File: src/rtl/score_keeper_pkg.sv
// Shared constants and types for the score/high-score BCD display path.
package score_keeper_pkg;

  localparam int BCD_W = 4;
  localparam logic [BCD_W-1:0] BCD_MAX = 4'd9;

  // Segment pattern the top level drives on a blanked HEX digit.
  localparam logic [6:0] BLANK_SEG = 7'h7F;

  // Supported digit-count range.
  localparam int MIN_DIGITS = 1;
  localparam int MAX_DIGITS = 6;

  typedef enum logic {
    PH_ON  = 1'b0,
    PH_OFF = 1'b1
  } phase_e;

  function automatic logic bcd_is_zero(input logic [BCD_W-1:0] d);
    return d == '0;
  endfunction

endpackage

File: src/rtl/score_keeper_bcd_digit_counter.sv
// One BCD digit: increments on en & cin, wraps 9->0 with carry out.
module bcd_digit_counter
  import score_keeper_pkg::*;
(
  input  logic             clock,
  input  logic             resetn,
  input  logic             en,
  input  logic             clr,
  input  logic             cin,
  output logic [BCD_W-1:0] q,
  output logic             cout,
  output logic             nine
);

  assign nine = (q == BCD_MAX);
  assign cout = cin & nine;

  // Digit register; clear dominates counting.
  always_ff @(posedge clock) begin
    if (!resetn || clr)  q <= '0;
    else if (en && cin)  q <= nine ? '0 : q + 1'b1;
  end

endmodule

File: src/rtl/score_keeper.sv
// BCD score / high-score tracker feeding per-digit 7-segment decoders.
module score_keeper
  import score_keeper_pkg::*;
#(
  parameter int NUM_DIGITS = 2,
  parameter int BLINK_DIV  = 25_000_000
) (
  input  logic                        clock,
  input  logic                        resetn,
  input  logic                        inc,
  input  logic                        clear,
  input  logic                        game_over,
  input  logic                        show_high,
  output logic [BCD_W*NUM_DIGITS-1:0] digits,
  output logic [NUM_DIGITS-1:0]       blank,
  output logic                        new_high
);

  localparam int CNT_W = $clog2(BLINK_DIV);
  localparam logic [CNT_W-1:0] CNT_LAST = CNT_W'(BLINK_DIV - 1);

  logic [NUM_DIGITS-1:0][BCD_W-1:0] score, high, disp;
  logic [NUM_DIGITS-1:0]            nine;
  logic [NUM_DIGITS:0]              cy;
  logic                             sat, step;
  logic [CNT_W-1:0]                 cnt;
  phase_e                           phase;
  logic [NUM_DIGITS:1]              zhi;

  // With carry-in tied high the top carry equals the all-9s AND; both
  // are folded in so the gate reads as the digit flags it is built from.
  assign sat  = (&nine) & cy[NUM_DIGITS];
  // game_over wins over inc; the comparison sees the registered score.
  assign step = inc & ~game_over & ~sat;
  assign cy[0] = 1'b1;

  genvar i;
  generate
    for (i = 0; i < NUM_DIGITS; i++) begin : g_dig
      bcd_digit_counter u_dig (
        .clock  (clock),
        .resetn (resetn),
        .en     (step),
        .clr    (clear),
        .cin    (cy[i]),
        .q      (score[i]),
        .cout   (cy[i+1]),
        .nine   (nine[i])
      );
    end
  endgenerate

  // High-score latch; clear drops the new-high flag but keeps the record.
  always_ff @(posedge clock) begin
    if (!resetn) begin
      high     <= '0;
      new_high <= 1'b0;
    end else if (clear) begin
      new_high <= 1'b0;
    end else if (game_over && (score > high)) begin
      high     <= score;
      new_high <= 1'b1;
    end
  end

  // Blink divider; held idle (phase on) unless a new high is showing.
  always_ff @(posedge clock) begin
    if (!resetn || !new_high || clear) begin
      cnt   <= '0;
      phase <= PH_ON;
    end else if (cnt == CNT_LAST) begin
      cnt   <= '0;
      phase <= (phase == PH_ON) ? PH_OFF : PH_ON;
    end else begin
      cnt   <= cnt + 1'b1;
    end
  end

  // Display select is combinational so show_high costs no cycle.
  always_comb begin
    disp = show_high ? high : score;
  end

  assign digits = disp;

  // zhi[i]: digit i and every digit above it are zero.
  generate
    for (i = NUM_DIGITS - 1; i >= 1; i--) begin : g_lz
      if (i == NUM_DIGITS - 1) begin : g_top
        assign zhi[i] = bcd_is_zero(disp[i]);
      end else begin : g_mid
        assign zhi[i] = bcd_is_zero(disp[i]) & zhi[i+1];
      end
    end
    for (i = 0; i < NUM_DIGITS; i++) begin : g_blank
      if (i == 0) begin : g_lsd
        assign blank[i] = (phase == PH_OFF);
      end else begin : g_hi
        assign blank[i] = (phase == PH_OFF) | zhi[i];
      end
    end
  endgenerate

endmodule

File: config.mk
export PLATFORM = sky130hd
export DESIGN_NAME = score_keeper
export DESIGN_NICKNAME = d
export VERILOG_FILES = /design/src/rtl/score_keeper_pkg.sv /design/src/rtl/score_keeper_bcd_digit_counter.sv /design/src/rtl/score_keeper.sv
export SDC_FILE = /design/constraint.sdc
export NUM_CORES = 1
export LEC_CHECK = 0
export BUFFER_PORTS_ARGS = -buffer_cell sky130_fd_sc_hd__buf_2
export CORE_AREA = 5 5 81 83
export DETAILED_ROUTE_END_ITERATION = 8
export DIE_AREA = 0 0 86 88
export PLACE_DENSITY_LB_ADDON = 0.15
export SLEW_MARGIN = 20
export SYNTH_ARGS = -nofsm -noshare
export SYNTH_HDL_FRONTEND = slang
export SYNTH_HIERARCHICAL = 1
export SYNTH_SLANG_ARGS = --single-unit
File: constraint.sdc
create_clock -name clock -period 2.25 [get_ports clock]
set_input_delay 0.1125 -clock clock [delete_from_list [all_inputs] [get_ports clock]]
set_output_delay 0.1125 -clock clock [all_outputs]
set_load 0.03 [all_outputs]
* Yosys cells after proc, flatten, opt, wreduce, memory -nomap -nowiden *
Index checks and enable logic that the tools add are counted.

word-level totals
  output and inout port bits = 11
  bits of input ports = 6
  register bits after elaboration = 43
  word-level logic and storage cells = 39

operators by class
  mux-type cells = 4
  bitwise operators = 9
  order comparisons = 1
  reduce and logical (&&, ||, !) cells = 12
  equal/unequal tests = 3
  add/sub/neg operators = 3

operators with widths
  operator                                       count
  adder 25 x 1 -> 25 bit, second input constant  1
  == test 25 bit, second input constant          1
  adder 4 x 1 -> 4 bit, second input constant    2
  == test 4 bit, second input constant           2
  greater-than comparator 8 bit                  1
  two-way mux 4 bit                              2
  two-way mux 8 bit                              1
  AND 1 bit                                      4
  logical NOT 4 bit                              1
  NOT 1 bit                                      4
  AND reduction 2 bit                            2
  OR reduction 2 bit                             2
  logical OR 1 bit                               3
  logical AND 1 bit                              2
  logical NOT 1 bit                              2
  two-way mux 1 bit                              1
  OR 1 bit                                       1

* Depth between registers and ports, before layout *
  depth in word-level cells = 6
  depth in mapped cells = 9
  depth with buffers taken out = 7

* Hierarchy *
The synthesis kept the hierarchy.

modules (own cells, without submodules)
  module             cells an instance  area an instance (µm²)  seq. area each (µm²)  instances
  score_keeper       215                1851.8                  700.7                 1
  bcd_digit_counter  23                 197.7                   80.1                  2

* Worst setup path after synthesis *
Ideal clock, no wire load.

  path type = register to register
  from = register g_dig[0].u_dig.q[1]
  to = register g_dig[0].u_dig.q[3]
  cell stages (with the launch flop) = 8
  data required time = 2176 ps
  slack = 38 ps
  buffers on the path = 0
  setup time = 74 ps
  period minus slack after synthesis = 2212 ps
  arrival = 2138 ps
  path through = dfxtp_1 and4bb_2 and2_1 and2_1 a311oi_1 nand4_1 or3_1 a31oi_1

on the way
  cells in the longest elaborated chain, start to end = 5
  elaborated cells on any way between the ends = 8
  classes of those cells = add/sub (1); eq/ne (1); mux (1); bitwise (4); reduce/logical (1)

RTL lines
  item                      line                                  text
  start: declaration        score_keeper_bcd_digit_counter.sv:10  output logic [BCD_W-1:0] q,
  start signal: assignment  score_keeper_bcd_digit_counter.sv:21  else if (en && cin) q <= nine ? '0 : q + 1'b1;
  == test 4 bit             score_keeper_bcd_digit_counter.sv:15  assign nine = (q == BCD_MAX);
  named net nine[0]         score_keeper.sv:23                    logic [NUM_DIGITS-1:0] nine;
  AND 1 bit                 score_keeper_bcd_digit_counter.sv:16  assign cout = cin & nine;
  named net cy[2]           score_keeper.sv:24                    logic [NUM_DIGITS:0] cy;
  AND 1 bit                 score_keeper.sv:32                    assign sat = (&nine) & cy[NUM_DIGITS];
  NOT 1 bit                 score_keeper.sv:34                    assign step = inc & ~game_over & ~sat;
  AND 1 bit                 score_keeper.sv:34
  named net step            score_keeper.sv:25                    logic sat, step;

The timed path passes the listed nets, and every way through them passes these cells.
A chain may end at the register's enable or synchronous reset.

* Worst setup path in the final report *
Same ends and word-level chain as after synthesis.

==> out/qor.yml <==
placed_design:
  routabilityCongestion: 0.733
  dp_slack_ns: 0.253
  hpwlAfterDp_mm: 3.12
  io_buffers: 16
die:
  dieHeight_um: 88
  pin_count: 17
  rows: 28
  start_util_pct: 38.9
  die_x_um: 86
  core-area_um2: 5780
  dieArea_um2: 7570
cts:
  tritoncts.num_buffers: 5
  cts.sinks: 43
  post_cts_buffers: 0
  cts_tree: "built"
  clock_path_buffers: 2
  ctsResizeCount: 0
  cts-htree-levels: 2
  cts_hold_buffers: 0
  cts_root_buffer: "clkbuf_8"
  clk_pin_slew_ns: 0.08
  worstSkewPairLatency_ns: 0.30
critical_path:
  cp_data_arrival_time_ns: 2.26
  start_kind: "flop"
  worstPathMaxFanout: 6
  criticalPathCategory: "reg2reg"
  cp-end-kind: "flop"
  worstPathRequired_ns: 2.48
detailed_routing:
  num_vias: 1780
  viasPerCell: 4.90
  drc_errors: 0
  first_iter_violations: 55
  wl_per_cell_um: 12.0
  drtAntennaViolNets: 0
  dr.pass1.iters: 6
  wl_mm: 4.34
yosys:
  yosysUniqueCellTypes: 40
  yosysSeqAreaShare_pct: 38.3
  yosys_most_used_dff: "dfxtp_1"
  ys_seq_elements: 43
  yosys_warnings: 6
  syn_inst: 261
  synth_area_um2: 2250
  ys_async_sr_fraction_pct: 0
  synth.avg_cell_area_um2: 8.61
  synth-edff-count: 0
sta:
  setup_violations: 0
  slew_headroom_pct: 58.5
  finalSetupTns_ns: 0
  finalMaxSlewViolations: 0
  finalCriticalPeriod_ns: 2.03
  setup_ws_ns: 0.216
  rsz0062_at_grt: "no"
  max_freq_mhz: 492
  finalCritPeriodShare_pct: 90.4
  clock_skew_ns: 0.00473
  max_slew.worst_pin.slew_ns: 0.621
  hold_viol: 0
final_layout:
  final_common_cell: "dfxtp_1"
  nets: 302
  antenna_cells: 0
  synthToLayoutAreaGrowth_pct: 14.0
  fillerInstances: 603
  layout_common_cells: "43 x dfxtp_1, 38 x nor2_1, 28 x nand2_1"
  drive_gt1_share_pct: 16.3
pwr:
  power.density_nw_per_um2: 555
  p_switching_mw: 0.291
  max-vdd-ir-drop_uv: 380
  seqPwrFrac_pct: 53.5
  clockPowerShare_pct: 44.3
  p_int_mw: 1.13
  pwr-share-comb_pct: 2.2
  swShare_pct: 20.5
  leakage_nw: 0.994
hold_path:
  min_path_type: "in2reg"
status:
  status: "completed"
global_route:
  grt_pass1_vias: 1768
  grt_overflow: 0
  grt.total_usage_pct: 13.5
  grt_pass1_wl_mm: 8.02
  grt_max_degree: 26
  antenna_found_initial: 0
run:
  maxCapViolCount: 0
-- cells in the mapped netlist (all sizes together), types with 3 or more instances --
master | count | share of area [%]
nand4 | 18 | 5.0
ha | 9 | 5.0
nor2 | 39 | 6.6
clkbuf | 4 | 0.67
buf | 6 | 2.1
mux2 | 7 | 3.5
nor4 | 3 | 1.8
nor2b | 4 | 1.1
nand2 | 28 | 4.7
xor2 | 20 | 7.8
xnor2 | 8 | 3.1
and3 | 7 | 1.9
nand3b | 3 | 1.0
o21ai | 5 | 1.1
nand3 | 8 | 1.8
inv | 13 | 2.2
dfxtp | 43 | 38
mux2i | 8 | 3.6
a21oi | 4 | 0.89
-- registers in the layout (all words and copies together), names as in the netlist --
register and cells:
cnt 25, g_dig.u_dig/q 8, high 8, new_high 1
phase 1
-- metrics by stage --
step	hold slack, ns	utilization [%]	area [um2]	total power, mW	instances
after floorplan	0.308	-	2260	0.799	264
after global placement	0.446	42.3	2440	0.810	355
after detailed placement	0.460	42.3	2440	0.811	355
after CTS	0.183	44.3	2560	1.45	363
after global routing	0.225	44.3	2560	1.49	363
final	0.203	44.3	2560	1.42	363
-- area by class of cell --
cell class,instances,area [um2],area share [%]
Clock buffer,6,82.6,3.22
Clock inverter,2,35.0,1.37
Inverter,15,56.3,2.20
Multi-Input combinational cell,196,1280,49.9
Sequential cell,43,861,33.6
Tap cell,75,93.8,3.66
Timing Repair Buffer,26,155,6.05
-- worst paths after layout --
path                            cells past startpoint                             start  slack (ns)                               end
worst min register to register                      1                 cnt[0]$_SDFF_PP0_        0.47                 cnt[0]$_SDFF_PP0_
worst max-delay path                                8  g_dig[0].u_dig/q[1]$_SDFFE_PP0P_        0.22  g_dig[0].u_dig/q[3]$_SDFFE_PP0P_
worst min-delay path                                3                             clear        0.20                phase$_SDFFE_PP0P_
worst max register to register                      8  g_dig[0].u_dig/q[1]$_SDFFE_PP0P_        0.22  g_dig[0].u_dig/q[3]$_SDFFE_PP0P_
-- power groups by stage --
stage	Combinational, mW	Sequential [mW]	Clock, mW
after floorplan	0.0191	0.780	0
after global placement	0.0311	0.779	0
after detailed placement	0.0315	0.779	0
after CTS	0.0317	0.761	0.656
after global routing	0.0363	0.761	0.695
final	0.0315	0.761	0.630
-- critical path, stage by stage, from the launching register on --
cell	delay (ns)
dfxtp_1	0.33
and4bb_2	0.24
and2_1	0.19
and2_1	0.14
a311oi_1	0.26
buf_4	0.18
nand4_1	0.13
or3_1	0.32
a31oi_1	0.17
-- routing by layer --
layer / share of wire [%] / wire [um] / track usage, % / vias up
met3: 4.6 / 198 / 3.76 / 7
met1: 49 / 2110 / 16.7 / 817
met5: 0 / 0 / 0 / -
met4: 1.8 / 76 / 6.04 / 0
li1: - / - / - / 933
met2: 45 / 1960 / 21.9 / 23
-- kinds of logic after synthesis --
logic type,Yosys count,synth area share (%)
AND/OR/NAND/NOR,122,28.1
multiplexers,15,7.07
flip-flops,43,38.3
other,1,0.167
adder cells (fa/ha/maj),9,5.01
XOR/XNOR,28,10.9
AO/OA/AOI/OAI,18,5.18
buffers and inverters,25,5.29
No activity file was read; power rests on OpenSTA's default activity.
